<file path="src/rtl/i2c_ioexp_target_if.sv">
// Open-drain I2C pin bundle between a host (or pad wrapper) and the expander target.
// Latency: wires only; no state.
// Backpressure: none; SCL is observed only and the target never stretches the clock.
//   scl_in   : SCL level seen at the pad
//   sda_in   : SDA level seen at the pad (wired-AND of every driver)
//   sda_oe_n : target SDA pull-down enable, 0 = drive low, 1 = release
`timescale 1ns/1ps
interface i2c_ioexp_target_if;
    logic scl_in;
    logic sda_in;
    logic sda_oe_n;

    modport master (output scl_in, output sda_in, input sda_oe_n);
    modport slave  (input scl_in, input sda_in, output sda_oe_n);
endinterface

</file>
<file path="src/rtl/i2c_ioexp_target.sv">
// I2C target emulating the input/output/config registers of a PCAL6416A-style 16-bit expander.
// Latency: SYNC_STAGES+1 clk from a pad edge to its detection; SDA changes 1 clk after a detected SCL fall.
// Backpressure: none; every byte is ACKed on a matched address and SCL is never stretched.
//   clk, reset (sync, active-high) | bus : SCL/SDA pins (slave modport)
//   in  : pin values read via regs 0x00/0x01 | out : regs 0x02/0x03 | dir : regs 0x06/0x07 (1 = input)
//   out_update : 1-clk pulse when a write changed out or dir | busy : addressed START until STOP
//   Optional macro I2C_IOEXP_TARGET_IRQ_EN adds irq_n (active-low pin-change interrupt).
`timescale 1ns/1ps
module i2c_ioexp_target #(
    parameter logic [6:0]  ADDR        = 7'h20,
    parameter int          SYNC_STAGES = 2,
    parameter logic [15:0] OUT_RESET   = 16'hFFFF,
    parameter logic [15:0] CFG_RESET   = 16'hFFFF
) (
    input  logic                  clk,
    input  logic                  reset,
    i2c_ioexp_target_if.slave     bus,
    input  logic [15:0]           in,
    output logic [15:0]           out,
    output logic [15:0]           dir,
    output logic                  out_update,
    output logic                  busy
`ifdef I2C_IOEXP_TARGET_IRQ_EN
    ,
    output logic                  irq_n
`endif
);
    typedef enum logic [3:0] {
        S_IDLE, S_ADDR, S_ADDR_ACK, S_REG, S_REG_ACK,
        S_WDATA, S_WDATA_ACK, S_RDATA, S_RDATA_ACK
    } state_t;

    logic [SYNC_STAGES-1:0] scl_sync, sda_sync;
    logic scl_s, sda_s, scl_d, sda_d;
    logic scl_rise, scl_fall, start_det, stop_det;

    state_t      state, state_nx;
    logic [3:0]  cnt, cnt_nx;
    logic [7:0]  rx, rx_nx, tx, tx_nx, ptr, ptr_nx;
    logic [15:0] snap, snap_nx, out_r, out_nx, dir_r, dir_nx;
    logic        rw, rw_nx, host_ack, host_ack_nx, oe_n, oe_nx;
    logic        upd, upd_nx, busy_r, busy_nx;
    logic [7:0]  rd_ptr, rd_now;
    logic [15:0] in_src;

    function automatic logic [7:0] rd_byte(input logic [7:0] p, input logic [15:0] s,
                                           input logic [15:0] o, input logic [15:0] d);
        case (p)
            8'h00:   return s[7:0];
            8'h01:   return s[15:8];
            8'h02:   return o[7:0];
            8'h03:   return o[15:8];
            8'h06:   return d[7:0];
            8'h07:   return d[15:8];
            default: return 8'h00;
        endcase
    endfunction

    always_ff @(posedge clk) begin
        if (reset) begin
            scl_sync <= '1;
            sda_sync <= '1;
            scl_d    <= 1'b1;
            sda_d    <= 1'b1;
        end else begin
            scl_sync <= {scl_sync[SYNC_STAGES-2:0], bus.scl_in};
            sda_sync <= {sda_sync[SYNC_STAGES-2:0], bus.sda_in};
            scl_d    <= scl_s;
            sda_d    <= sda_s;
        end
    end

    assign scl_s     = scl_sync[SYNC_STAGES-1];
    assign sda_s     = sda_sync[SYNC_STAGES-1];
    assign scl_rise  = scl_s & ~scl_d;
    assign scl_fall  = ~scl_s & scl_d;
    // SCL held high across both samples, so an SDA edge here is a bus condition, not data.
    assign start_det = scl_s & scl_d & sda_d & ~sda_s;
    assign stop_det  = scl_s & scl_d & ~sda_d & sda_s;

`ifdef I2C_IOEXP_TARGET_IRQ_EN
    logic [15:0] in_meta, in_sync, irq_ref;
    logic        irq_r, load_evt;
    assign in_src = in_sync;
`else
    assign in_src = in;
`endif

    // A read byte is loaded either after the address ACK (current pointer) or after a
    // host ACK (pointer already toggled to the pair partner).
    assign rd_ptr = (state == S_RDATA_ACK) ? {ptr[7:1], ~ptr[0]} : ptr;
    assign rd_now = rd_byte(rd_ptr, in_src, out_r, dir_r);

    always_comb begin
        state_nx    = state;
        cnt_nx      = cnt;
        rx_nx       = rx;
        tx_nx       = tx;
        ptr_nx      = ptr;
        snap_nx     = snap;
        out_nx      = out_r;
        dir_nx      = dir_r;
        rw_nx       = rw;
        host_ack_nx = host_ack;
        oe_nx       = oe_n;
        busy_nx     = busy_r;
        upd_nx      = 1'b0;
        if (start_det) begin
            state_nx = S_ADDR;
            cnt_nx   = 4'd0;
            oe_nx    = 1'b1;
        end else if (stop_det) begin
            state_nx = S_IDLE;
            oe_nx    = 1'b1;
            busy_nx  = 1'b0;
        end else begin
            case (state)
                S_ADDR, S_REG, S_WDATA: begin
                    if (scl_rise && cnt != 4'd8) begin
                        rx_nx  = {rx[6:0], sda_s};
                        cnt_nx = cnt + 4'd1;
                    end else if (scl_fall && cnt == 4'd8) begin
                        oe_nx = 1'b0;
                        if (state == S_ADDR) begin
                            if (rx[7:1] == ADDR) begin
                                state_nx = S_ADDR_ACK;
                                busy_nx  = 1'b1;
                                rw_nx    = rx[0];
                            end else begin
                                state_nx = S_IDLE;
                                oe_nx    = 1'b1;
                            end
                        end else if (state == S_REG) begin
                            ptr_nx   = rx;
                            state_nx = S_REG_ACK;
                        end else begin
                            state_nx = S_WDATA_ACK;
                        end
                    end
                end
                S_ADDR_ACK: begin
                    if (scl_fall) begin
                        cnt_nx = 4'd0;
                        if (rw) begin
                            snap_nx  = in_src;
                            tx_nx    = rd_now;
                            oe_nx    = rd_now[7];
                            state_nx = S_RDATA;
                        end else begin
                            oe_nx    = 1'b1;
                            state_nx = S_REG;
                        end
                    end
                end
                S_REG_ACK: begin
                    if (scl_fall) begin
                        oe_nx    = 1'b1;
                        cnt_nx   = 4'd0;
                        state_nx = S_WDATA;
                    end
                end
                S_WDATA_ACK: begin
                    if (scl_fall) begin
                        case (ptr)
                            8'h02:   out_nx[7:0]  = rx;
                            8'h03:   out_nx[15:8] = rx;
                            8'h06:   dir_nx[7:0]  = rx;
                            8'h07:   dir_nx[15:8] = rx;
                            default: ;
                        endcase
                        upd_nx    = (out_nx != out_r) || (dir_nx != dir_r);
                        ptr_nx[0] = ~ptr[0];
                        oe_nx     = 1'b1;
                        cnt_nx    = 4'd0;
                        state_nx  = S_WDATA;
                    end
                end
                S_RDATA: begin
                    if (scl_rise && cnt != 4'd8) begin
                        cnt_nx = cnt + 4'd1;
                    end else if (scl_fall) begin
                        if (cnt == 4'd8) begin
                            oe_nx    = 1'b1;
                            state_nx = S_RDATA_ACK;
                        end else begin
                            tx_nx = {tx[6:0], 1'b0};
                            oe_nx = tx[6];
                        end
                    end
                end
                S_RDATA_ACK: begin
                    if (scl_rise) begin
                        host_ack_nx = sda_s;
                    end else if (scl_fall) begin
                        if (!host_ack) begin
                            ptr_nx[0] = ~ptr[0];
                            snap_nx   = in_src;
                            tx_nx     = rd_now;
                            oe_nx     = rd_now[7];
                            cnt_nx    = 4'd0;
                            state_nx  = S_RDATA;
                        end else begin
                            state_nx = S_IDLE;
                        end
                    end
                end
                default: ;
            endcase
        end
    end

    always_ff @(posedge clk) begin
        if (reset) begin
            state    <= S_IDLE;
            cnt      <= 4'd0;
            rx       <= 8'h00;
            tx       <= 8'h00;
            ptr      <= 8'h00;
            snap     <= 16'h0000;
            out_r    <= OUT_RESET;
            dir_r    <= CFG_RESET;
            rw       <= 1'b0;
            host_ack <= 1'b1;
            oe_n     <= 1'b1;
            upd      <= 1'b0;
            busy_r   <= 1'b0;
        end else begin
            state    <= state_nx;
            cnt      <= cnt_nx;
            rx       <= rx_nx;
            tx       <= tx_nx;
            ptr      <= ptr_nx;
            snap     <= snap_nx;
            out_r    <= out_nx;
            dir_r    <= dir_nx;
            rw       <= rw_nx;
            host_ack <= host_ack_nx;
            oe_n     <= oe_nx;
            upd      <= upd_nx;
            busy_r   <= busy_nx;
        end
    end

`ifdef I2C_IOEXP_TARGET_IRQ_EN
    // Reference only moves when a byte of register 0x00/0x01 is loaded for the host.
    assign load_evt = scl_fall && !start_det && !stop_det &&
                      ((state == S_ADDR_ACK && rw) || (state == S_RDATA_ACK && !host_ack));

    always_ff @(posedge clk) begin
        if (reset) begin
            in_meta <= 16'h0000;
            in_sync <= 16'h0000;
            irq_ref <= 16'h0000;
            irq_r   <= 1'b1;
        end else begin
            in_meta <= in;
            in_sync <= in_meta;
            if (load_evt && rd_ptr[7:1] == 7'h00)
                irq_ref <= in_src;
            // Clearing on the host-ack clock of an input-register byte wins over a new set.
            if (scl_fall && !start_det && !stop_det && state == S_RDATA_ACK && ptr[7:1] == 7'h00)
                irq_r <= 1'b1;
            else if (|((in_sync ^ irq_ref) & dir_r))
                irq_r <= 1'b0;
        end
    end
    assign irq_n = irq_r;
`endif

    assign bus.sda_oe_n = oe_n;
    assign out          = out_r;
    assign dir          = dir_r;
    assign out_update   = upd;
    assign busy         = busy_r;
endmodule

</file>
<file path="src/flat_wrapper.sv">
// flat-port wrapper written by rule: the top's interface ports become plain ports
module i2c_ioexp_target_flat 
#(
    parameter logic [6:0]  ADDR        = 7'h20,
    parameter int          SYNC_STAGES = 2,
    parameter logic [15:0] OUT_RESET   = 16'hFFFF,
    parameter logic [15:0] CFG_RESET   = 16'hFFFF
)
  (clk, reset, in, out, dir, out_update, busy, bus_scl_in, bus_sda_in, bus_sda_oe_n);
  i2c_ioexp_target_if bus_i ();
  input  logic clk;
  input  logic reset;
  input  logic [15:0] in;
  output logic [15:0] out;
  output logic [15:0] dir;
  output logic out_update;
  output logic busy;
  input wire logic [$bits(bus_i.scl_in)-1:0] bus_scl_in;
  input wire logic [$bits(bus_i.sda_in)-1:0] bus_sda_in;
  output wire logic [$bits(bus_i.sda_oe_n)-1:0] bus_sda_oe_n;
  assign bus_i.scl_in = bus_scl_in;
  assign bus_i.sda_in = bus_sda_in;
  assign bus_sda_oe_n = bus_i.sda_oe_n;
  i2c_ioexp_target #(.ADDR(ADDR), .SYNC_STAGES(SYNC_STAGES), .OUT_RESET(OUT_RESET), .CFG_RESET(CFG_RESET)) u_core (.clk(clk), .reset(reset), .bus(bus_i), .in(in), .out(out), .dir(dir), .out_update(out_update), .busy(busy));
endmodule
</file>
<file path="config.mk">
export PLATFORM = sky130hd
export DESIGN_NAME = i2c_ioexp_target_flat
export DESIGN_NICKNAME = d
export VERILOG_FILES = /design/src/rtl/i2c_ioexp_target_if.sv /design/src/rtl/i2c_ioexp_target.sv /design/src/flat_wrapper.sv
export SDC_FILE = /design/constraint.sdc
export NUM_CORES = 1
export LEC_CHECK = 0
export ABC_AREA = 0
export ABC_CLOCK_PERIOD_IN_PS = 2310
export CAP_MARGIN = 30
export CORE_UTILIZATION = 55
export CTS_CLUSTER_SIZE = 24
export DETAILED_ROUTE_END_ITERATION = 16
export HOLD_SLACK_MARGIN = 0.03
export PLACE_DENSITY = 0.79
export SETUP_SLACK_MARGIN = 0.02
export SLEW_MARGIN = 10
export SYNTH_ARGS = -nofsm -noshare
export SYNTH_HDL_FRONTEND = slang
export SYNTH_SLANG_ARGS = --single-unit
</file>
<file path="constraint.sdc">
create_clock -name clk -period 2.31 [get_ports clk]
set_input_delay 0.231 -clock clk [delete_from_list [all_inputs] [get_ports clk]]
set_output_delay 0.231 -clock clk [all_outputs]
set_load 0.01 [all_outputs]
</file>
== Word level (Yosys, flattened, before mapping) ==
Index checks and enable logic that the tools add are counted.
Storage, ports and cells
  register bits after elaboration: 74
  logic and storage cells: 201
Cells by class
  reductions and logical operators: 32
  multiplexer cells: 83
  add/subtract/negate cells: 1
  bitwise operators: 18
  eq/ne operators: 49
Operators with widths (count)
  two-way mux 8 bit: 20
  two-way mux 4 bit: 15
  two-way mux 7 bit: 8
  one-hot mux 8 bit (6 select lines): 1
  equality test 8 x 2 -> 1 bit (second input constant): 4
  equality test 8 x 3 -> 1 bit (second input constant): 4
  inequality test 16 bit: 2
  two-way mux 1 bit: 30
  AND reduction 10 bit: 3
  inequality test 2 x 1 -> 1 bit (second input constant): 12
  inequality test 4 x 1 -> 1 bit (second input constant): 6
  AND reduction 11 bit: 2
  one-hot mux 7 bit (3 select lines): 1
  AND reduction 7 bit: 3
  one-hot mux 4 bit (5 select lines): 1
  equality test 4 x 3 -> 1 bit (second input constant): 4
  inequality test 2 bit (second input constant): 6
  one-hot mux 4 bit (3 select lines): 1
  AND reduction 4 bit: 3
  NOT 1 bit: 11
  nonzero test 3 bit: 3
  OR reduction 3 bit: 3
  equality test 4 x 2 -> 1 bit (second input constant): 2
  equality test 4 bit (second input constant): 2
  other kinds (21): 36

== Depth between registers and ports, before layout ==
Gate-level depths: netlist of the first run.
  depth in word-level cells: 8
  depth in mapped cells: 9
  gate-level depth less buffers: 8

== Worst setup path before layout of the first run ==
OpenSTA, ideal clock, no wires.
  kind: register to register
  start: register u_core.state[0]
  end: register u_core.oe_n, in the netlist u_core.bus.sda_oe_n
  cell stages (with the launch flop): 7
  arrival: 1874 ps
  clock period less this slack: 1993 ps
  setup slack: 317 ps
  buffers on the path: 0
  cells stage by stage: dfxtp_1 -> nor4b_4 -> xnor2_1 -> mux4_2 -> a22o_1 -> a41oi_1 -> o21ai_1
Between the ends
  word-level cells in the longest chain between the ends: 8
  elaborated cells between the ends (all ways): 38
  those cells by class: 22 x eq/ne; 11 x mux; 5 x reduce/logical
RTL lines
  from (decl): RTL line i2c_ioexp_target.sv:37  | state_t state, state_nx;
  from (signal assigned): RTL line i2c_ioexp_target.sv:228  | state <= state_nx;
  equality test 4 bit: RTL line i2c_ioexp_target.sv:91, i2c_ioexp_target.sv:117
  two-way mux 1 bit: RTL line i2c_ioexp_target.sv:91  | assign rd_ptr = (state == S_RDATA_ACK) ? {ptr[7:1], ~ptr[0]} : ptr;
  equality test 8 x 3 -> 1 bit (tied with other cells): RTL line i2c_ioexp_target.sv:48  | case (p)
  one-hot mux 8 bit (6 select lines): RTL line i2c_ioexp_target.sv:48
  two-way mux 1 bit: RTL line i2c_ioexp_target.sv:195  | if (!host_ack) begin
  two-way mux 1 bit: RTL line i2c_ioexp_target.sv:194  | end else if (scl_fall) begin
  two-way mux 1 bit: RTL line i2c_ioexp_target.sv:192  | if (scl_rise) begin
  one-hot mux 1 bit (5 select lines): RTL line i2c_ioexp_target.sv:117  | case (state)
  to (signal assigned): RTL line i2c_ioexp_target.sv:238  | oe_n <= oe_nx;
  to (decl): RTL line i2c_ioexp_target.sv:41  | logic rw, rw_nx, host_ack, host_ack_nx, oe_n, oe_nx;
Several ways; a longest one is shown, not always the timed one. The select of a mux whose other input is x is not followed.
A chain may end at the register's enable or synchronous reset.

== Worst setup path in the final report of the first run ==
  start: register u_core.state[0]
  end: register u_core.cnt[0]
Between the ends
  word-level cells in the longest chain between the ends: 4
  elaborated cells between the ends (all ways): 18
  those cells by class: 13 x eq/ne; 1 x mux; 4 x reduce/logical
RTL lines
  equality test 4 x 3 -> 1 bit (tied with other cells): RTL line i2c_ioexp_target.sv:117
  OR reduction 4 bit (no source line) / OR reduction 3 bit (equally long branches)
  inequality test 2 x 1 -> 1 bit (no source line) / nonzero test 3 bit (equally long branches)
  AND reduction 7 bit (no source line)
  to (signal assigned): RTL line i2c_ioexp_target.sv:229  | cnt <= cnt_nx;
  to (decl): RTL line i2c_ioexp_target.sv:38  | logic [3:0] cnt, cnt_nx;
Several ways; a longest one is shown, not always the timed one.

==> results of run 1 <==
[through the flow]
| stage | setup slack (ps) | hold slack, ps | util | cell area [um2] |
|---|---|---|---|---|
| 4_1_cts | 96.6 | 422 | 0.717 | 5280 |
| 2_1_floorplan | 317 | 335 | - | 4260 |
| 3_5_place_dp | 112 | 398 | 0.688 | 5070 |
| 5_1_grt | 11.6 | 439 | 0.719 | 5300 |
| 6_report | 143 | 416 | 0.719 | 5300 |
| 3_3_place_gp | 163 | 392 | 0.688 | 5070 |
[flip-flops by register name, indices dropped and copies added (netlist names), 2 cells and up]
| name | cells |
|---|---|
| u_core.scl_sync | 2 |
| u_core.ptr | 8 |
| u_core.cnt | 4 |
| u_core.out | 16 |
| u_core.sda_sync | 2 |
| u_core.tx | 7 |
| u_core.rx | 8 |
| u_core.state | 4 |
| u_core.dir | 16 |
[cell families after synthesis]
| logic type | after synthesis |
|---|---|
| compound gates | 132 |
| mux | 44 |
| simple gates | 196 |
| fa+ha+maj | 2 |
| xor+xnor | 17 |
| flops | 74 |
| buf+inv | 66 |
[synthesized netlist by cell type (6+ instances only)]
cell type | n | area share
clkbuf_1 | 32 | 0.028
dfxtp_1 | 74 | 0.35
a22oi_1 | 6 | 0.011
o21ai_0 | 10 | 0.012
o22ai_1 | 9 | 0.013
o211ai_1 | 20 | 0.035
nand3b_1 | 7 | 0.012
nand3_1 | 23 | 0.027
buf_2 | 9 | 0.011
o21ai_1 | 13 | 0.015
nand2_1 | 61 | 0.054
mux2i_1 | 37 | 0.087
a21oi_1 | 36 | 0.042
nand2b_1 | 6 | 0.0088
nor3_1 | 6 | 0.0071
nor2_1 | 47 | 0.041
inv_1 | 16 | 0.014
mux2_2 | 6 | 0.016
xnor2_1 | 13 | 0.027
or2_2 | 7 | 0.010
[path summary, 6_finish.rpt]
check / startpoint / to / slack, ps / cells past startpoint
max: u_core.state[0] / u_core.cnt[0] / 140 / 8
min: u_core.sda_sync[0] / u_core.sda_sync[1] / 420 / 1
max reg2reg: u_core.state[0] / u_core.cnt[0] / 140 / 8
min reg2reg: u_core.sda_sync[0] / u_core.sda_sync[1] / 420 / 1
[metal layers]
layer	track usage	up-vias	routed length (um)
met5	0	-	0
met4	0.126	0	357
met3	0.0812	30	1290
met2	0.528	217	6070
met1	0.455	2049	5870
li1	-	2025	-
[area by class of cell]
cell class,instances,area [um2],area share
clock buffers,9,124,0.0234
well taps,99,124,0.0234
clock inverters,7,83.8,0.0158
inverters,21,78.8,0.0149
repair buffers,98,896,0.169
multi-input cells,391,2510,0.474
flip-flops and latches,74,1480,0.280
[timing repair]
item | 4_1_cts | 5_1_grt
setup endpoints to repair | 0 | 5
resized for setup | 0 | 1
hold buffers | 0 | 0
setup buffers | 0 | 2
[where the power goes]
group	switching [W]	leakage (nW)	internal, W
Clock	0.000581	0.103	0.000520
Combinational	0.0000663	1.33	0.0000680
Sequential	0.00000805	0.599	0.00128
Total	0.000655	2.03	0.00187
==> flow_summary.yaml, run 1 <==
power:
  leakagePower_nw: 2.03
  vdd_drop_max_mv: 0.332
  power_w: 0.00252
  p_per_area_mw_per_mm2: 476
detailed_routing:
  wl_mm: 13.6
  viasPerCell: 6.18
  drtAntennaViolNets: 0
  first_iter_violations: 357
  first_pass_iters: 6
  vias: 4321
  wl_per_cell_um: 19.4
  drc_errors: 0
global_routing:
  grt_pass1_vias: 4037
  antenna_found_initial: 0
  grt_remaining_overflow: 0
  grt_pass1_wl_mm: 21.4
  grt_use_total: 0.339
  grt_max_degree: 34
floorplanning:
  core_area_mm2: 0.00737
  die_w_um: 90.0
  die_y_um: 90.0
  dieArea_mm2: 0.00810
  num_rows: 31
  ioPinCount: 55
  start_util: 0.578
hold_path:
  hold_class: "register to register"
cells_and_area:
  num_antenna_cells: 0
  final_cells: 699
  layout-drive-gt1-share: 0.142
  final_common_cell: "dfxtp_1"
  synthToLayoutAreaGrowth_pct: 24.4
  nNetsFinal: 617
  layout_common_cells: "dfxtp_1, nand2_1, clkdlybuf4s50_1, nor2_1, buf_4"
  n_fill_cell: 577
synthesis:
  yosys.area_share.adder: 0.00588
  synth_compound_area_frac: 0.203
  ys_seq_elements: 74
  yosysWarnings: 0
  synth_area_mm2: 0.00426
  synthFlopType: "dfxtp_1"
  synth_edf_count: 0
  ys_seq_area_frac: 0.348
  synthXorXnorAreaFrac: 0.0367
  synth_top_family_by_area: "simple AND/OR/NAND/NOR gates"
  yosys.area_share.simple: 0.234
  muxShareOfSynthArea: 0.108
  ys_types: 65
  synthArstFlopShare: 0
  syn_inst: 531
  synth_fp_nets: 553
  syn_avg_cell_area_um2: 8.02
sta:
  finalCritPeriodShare: 0.938
  tightest_slew_ps: 593
  min_period_ps: 2170
  setup_tns_ps: 0
  maxSlewViolCount: 0
  skew_ps: 14.1
  slew-limit-headroom: 0.600
  fmax_mhz: 461
  rsz0062_at_grt: "true"
  setup_viol: 0
  finalHoldViolCount: 0
cts:
  cts_root_buf: "clkbuf_8"
  clock_latency_ps: 370
  cts_tree: "yes"
  clock_sinks: 74
  path_clk_slew_ps: 90
  htree_levels: 3
  cts_buffers: 9
  cts_buffer_depth: 2
place:
  gp_congestion: 0.968
  portBuffers: 54
  dp.cells: 681
  dp_hpwl_mm: 9.95
run:
  maxCapViolations: 0
setup_path:
  max_stage_delay_ps: 630
  worst_setup_path_start_kind: "register"
  worst_ep_arrival_time_ps: 2400
  critPathKind: "register to register"
  path_cells: "or4b_1 > buf_4 > o211ai_1 > a222oi_1 > buf_4 > and2_1 > a21oi_1 > nor2_1"
  cp.required_ps: 2540
  critical_path.most_common_cell: "buf_4"
  endpoint_kind: "register"
  cp_top_family: "simple AND/OR/NAND/NOR gates"
  cp_max_fo: 6
  cp_num_buf_inv: 2
  cp_slowest_cell: "or4b_1"
status:
  outcome: "finished, final reports clean"
Power figures use the tool's default switching activity.
==> run 2: changes to the inputs <==
--- a/config.mk
+++ b/config.mk
@@ -6,13 +6,13 @@
 export NUM_CORES = 1
 export LEC_CHECK = 0
 export ABC_AREA = 0
-export ABC_CLOCK_PERIOD_IN_PS = 2310
+export ABC_CLOCK_PERIOD_IN_PS = 2500
 export CAP_MARGIN = 30
-export CORE_UTILIZATION = 55
+export CORE_UTILIZATION = 52
 export CTS_CLUSTER_SIZE = 24
 export DETAILED_ROUTE_END_ITERATION = 16
 export HOLD_SLACK_MARGIN = 0.03
-export PLACE_DENSITY = 0.79
+export PLACE_DENSITY = 0.76
 export SETUP_SLACK_MARGIN = 0.02
 export SLEW_MARGIN = 10
 export SYNTH_ARGS = -nofsm -noshare
==> constraint.sdc (replaced) <==
create_clock -name clk -period 2.5 [get_ports clk]
set_input_delay 0.25 -clock clk [delete_from_list [all_inputs] [get_ports clk]]
set_output_delay 0.25 -clock clk [all_outputs]
set_load 0.01 [all_outputs]
==> run 2 against run 1 <==
Sequential cell count unchanged; design area is 1.4% lower; largest power group unchanged; critical path depth did not move; clock-buffer cell count is 1 higher; sequential power fell by 8%.
==> flow_summary.yaml, run 2 (synthesized netlist as in run 1, its figures left out) <==
sta:
  setup_tns_ps: 0
  min_period_ps: 2180
  maxSlewViolCount: 0
  finalHoldViolCount: 0
  rsz0062_at_grt: "false"
  setup_viol: 0
  finalCritPeriodShare: 0.871
  fmax_mhz: 459
  tightest_slew_ps: 644
  slew-limit-headroom: 0.568
  fin_hold_ws_ps: 418
  skew_ps: 6.70
place:
  dp_hpwl_mm: 9.47
  portBuffers: 54
  gp_congestion: 0.959
cells_and_area:
  synthToLayoutAreaGrowth_pct: 22.7
  layout_common_cells: "dfxtp_1, nand2_1, clkdlybuf4s50_1, nor2_1, mux2i_1"
  nNetsFinal: 605
  num_antenna_cells: 0
  final_common_cell: "dfxtp_1"
  layout-drive-gt1-share: 0.122
cts:
  cts_setup_buffers: 0
  clock_sinks: 74
  cts_tree: "yes"
  cts_resized: 0
  cts_root_buf: "clkbuf_8"
  cts_buffer_depth: 2
  htree_levels: 3
  cts_hold_buffers: 0
  cts_buffers: 9
  clock_latency_ps: 350
  path_clk_slew_ps: 80
setup_path:
  cp_slowest_cell: "or4b_1"
  cp_num_buf_inv: 2
  r2r_slack_ps: 320
  path_cells: "buf_4 > or4b_1 > a2bb2oi_1 > nand4b_1 > buf_4 > nor2_1 > a21oi_1 > o22ai_1"
  reg2reg_depth: 8
  endpoint_kind: "register"
  cp.required_ps: 2730
  cp_top_family: "simple AND/OR/NAND/NOR gates"
  cp_max_fo: 16
  max_stage_delay_ps: 620
  worst_ep_arrival_time_ps: 2410
  critPathKind: "register to register"
  critical_path.most_common_cell: "buf_4"
  worst_setup_path_start_kind: "register"
  crit_cells: 8
global_routing:
  grt_pass1_wl_mm: 20.7
  grt_max_degree: 34
  grt_remaining_overflow: 0
  antenna_found_initial: 0
  grt_pass1_vias: 3956
  grt_use_total: 0.316
power:
  internal-power_w: 0.00184
  netSwitchingPower_w: 0.000576
  seqPwrFrac: 0.491
  leakagePower_nw: 1.97
  power_switching_share: 0.238
  vdd_drop_max_mv: 0.366
  p_per_area_mw_per_mm2: 463
  p_clk_frac: 0.458
  pwr-share-comb: 0.050
hold_path:
  hold_class: "register to register"
  hold_depth: 1
floorplanning:
  die_y_um: 92.5
  num_rows: 32
  start_util: 0.545
  dieArea_mm2: 0.00855
  ioPinCount: 55
  die_w_um: 92.5
  core_area_mm2: 0.00781
detailed_routing:
  drtAntennaViolNets: 0
  vias: 4273
  first_iter_violations: 443
  viasPerCell: 6.19
  drc_errors: 0
  first_pass_iters: 5
  wl_mm: 13.2
  wl_per_cell_um: 19.1
status:
  outcome: "finished, final reports clean"
run:
  maxCapViolations: 0
-- run 2: metal layers --
metal | vias up | routed length [um] | GRT usage
li1 | 2005 | - | -
met1 | 2002 | 5430 | 0.419
met2 | 226 | 6160 | 0.496
met3 | 40 | 1140 | 0.0591
met4 | 0 | 444 | 0.147
met5 | - | 0 | 0
-- run 2: worst paths after layout --
path | startpoint | to
worst max-delay path | u_core.state[0] | u_core.tx[4]
worst min register to register | u_core.scl_sync[0] | u_core.scl_sync[1]
worst max register to register | u_core.state[0] | u_core.tx[4]
worst min-delay path | u_core.scl_sync[0] | u_core.scl_sync[1]
-- run 2: area by class of cell --
type	count	area, um2
fill	679	2580
multi-input combinational	391	2510
tap	102	128
sequential	74	1480
clock buffer	10	138
inverter	21	78.8
clock inverter	6	96.3
timing repair buffer	86	793
-- run 2: power groups by stage --
stage | logic [W] | clock network, W | registers (W)
after floorplan | 0.0000699 | 0 | 0.00121
after global placement | 0.000118 | 0 | 0.00122
after detailed placement | 0.000119 | 0 | 0.00122
after CTS | 0.000119 | 0.00112 | 0.00119
after global routing | 0.000130 | 0.00118 | 0.00119
final | 0.000121 | 0.00111 | 0.00119
-- run 2: through the flow --
step / utilization / setup slack [ps] / cells / cell area [um2] / power, W
6_report: 0.669 / 323 / 690 / 5220 / 0.00242
5_1_grt: 0.669 / 191 / 690 / 5220 / 0.00250
4_1_cts: 0.668 / 255 / 689 / 5220 / 0.00243
3_5_place_dp: 0.638 / 265 / 673 / 4980 / 0.00134
3_3_place_gp: 0.638 / 332 / 673 / 4980 / 0.00133
2_1_floorplan: - / 507 / 531 / 4260 / 0.00128
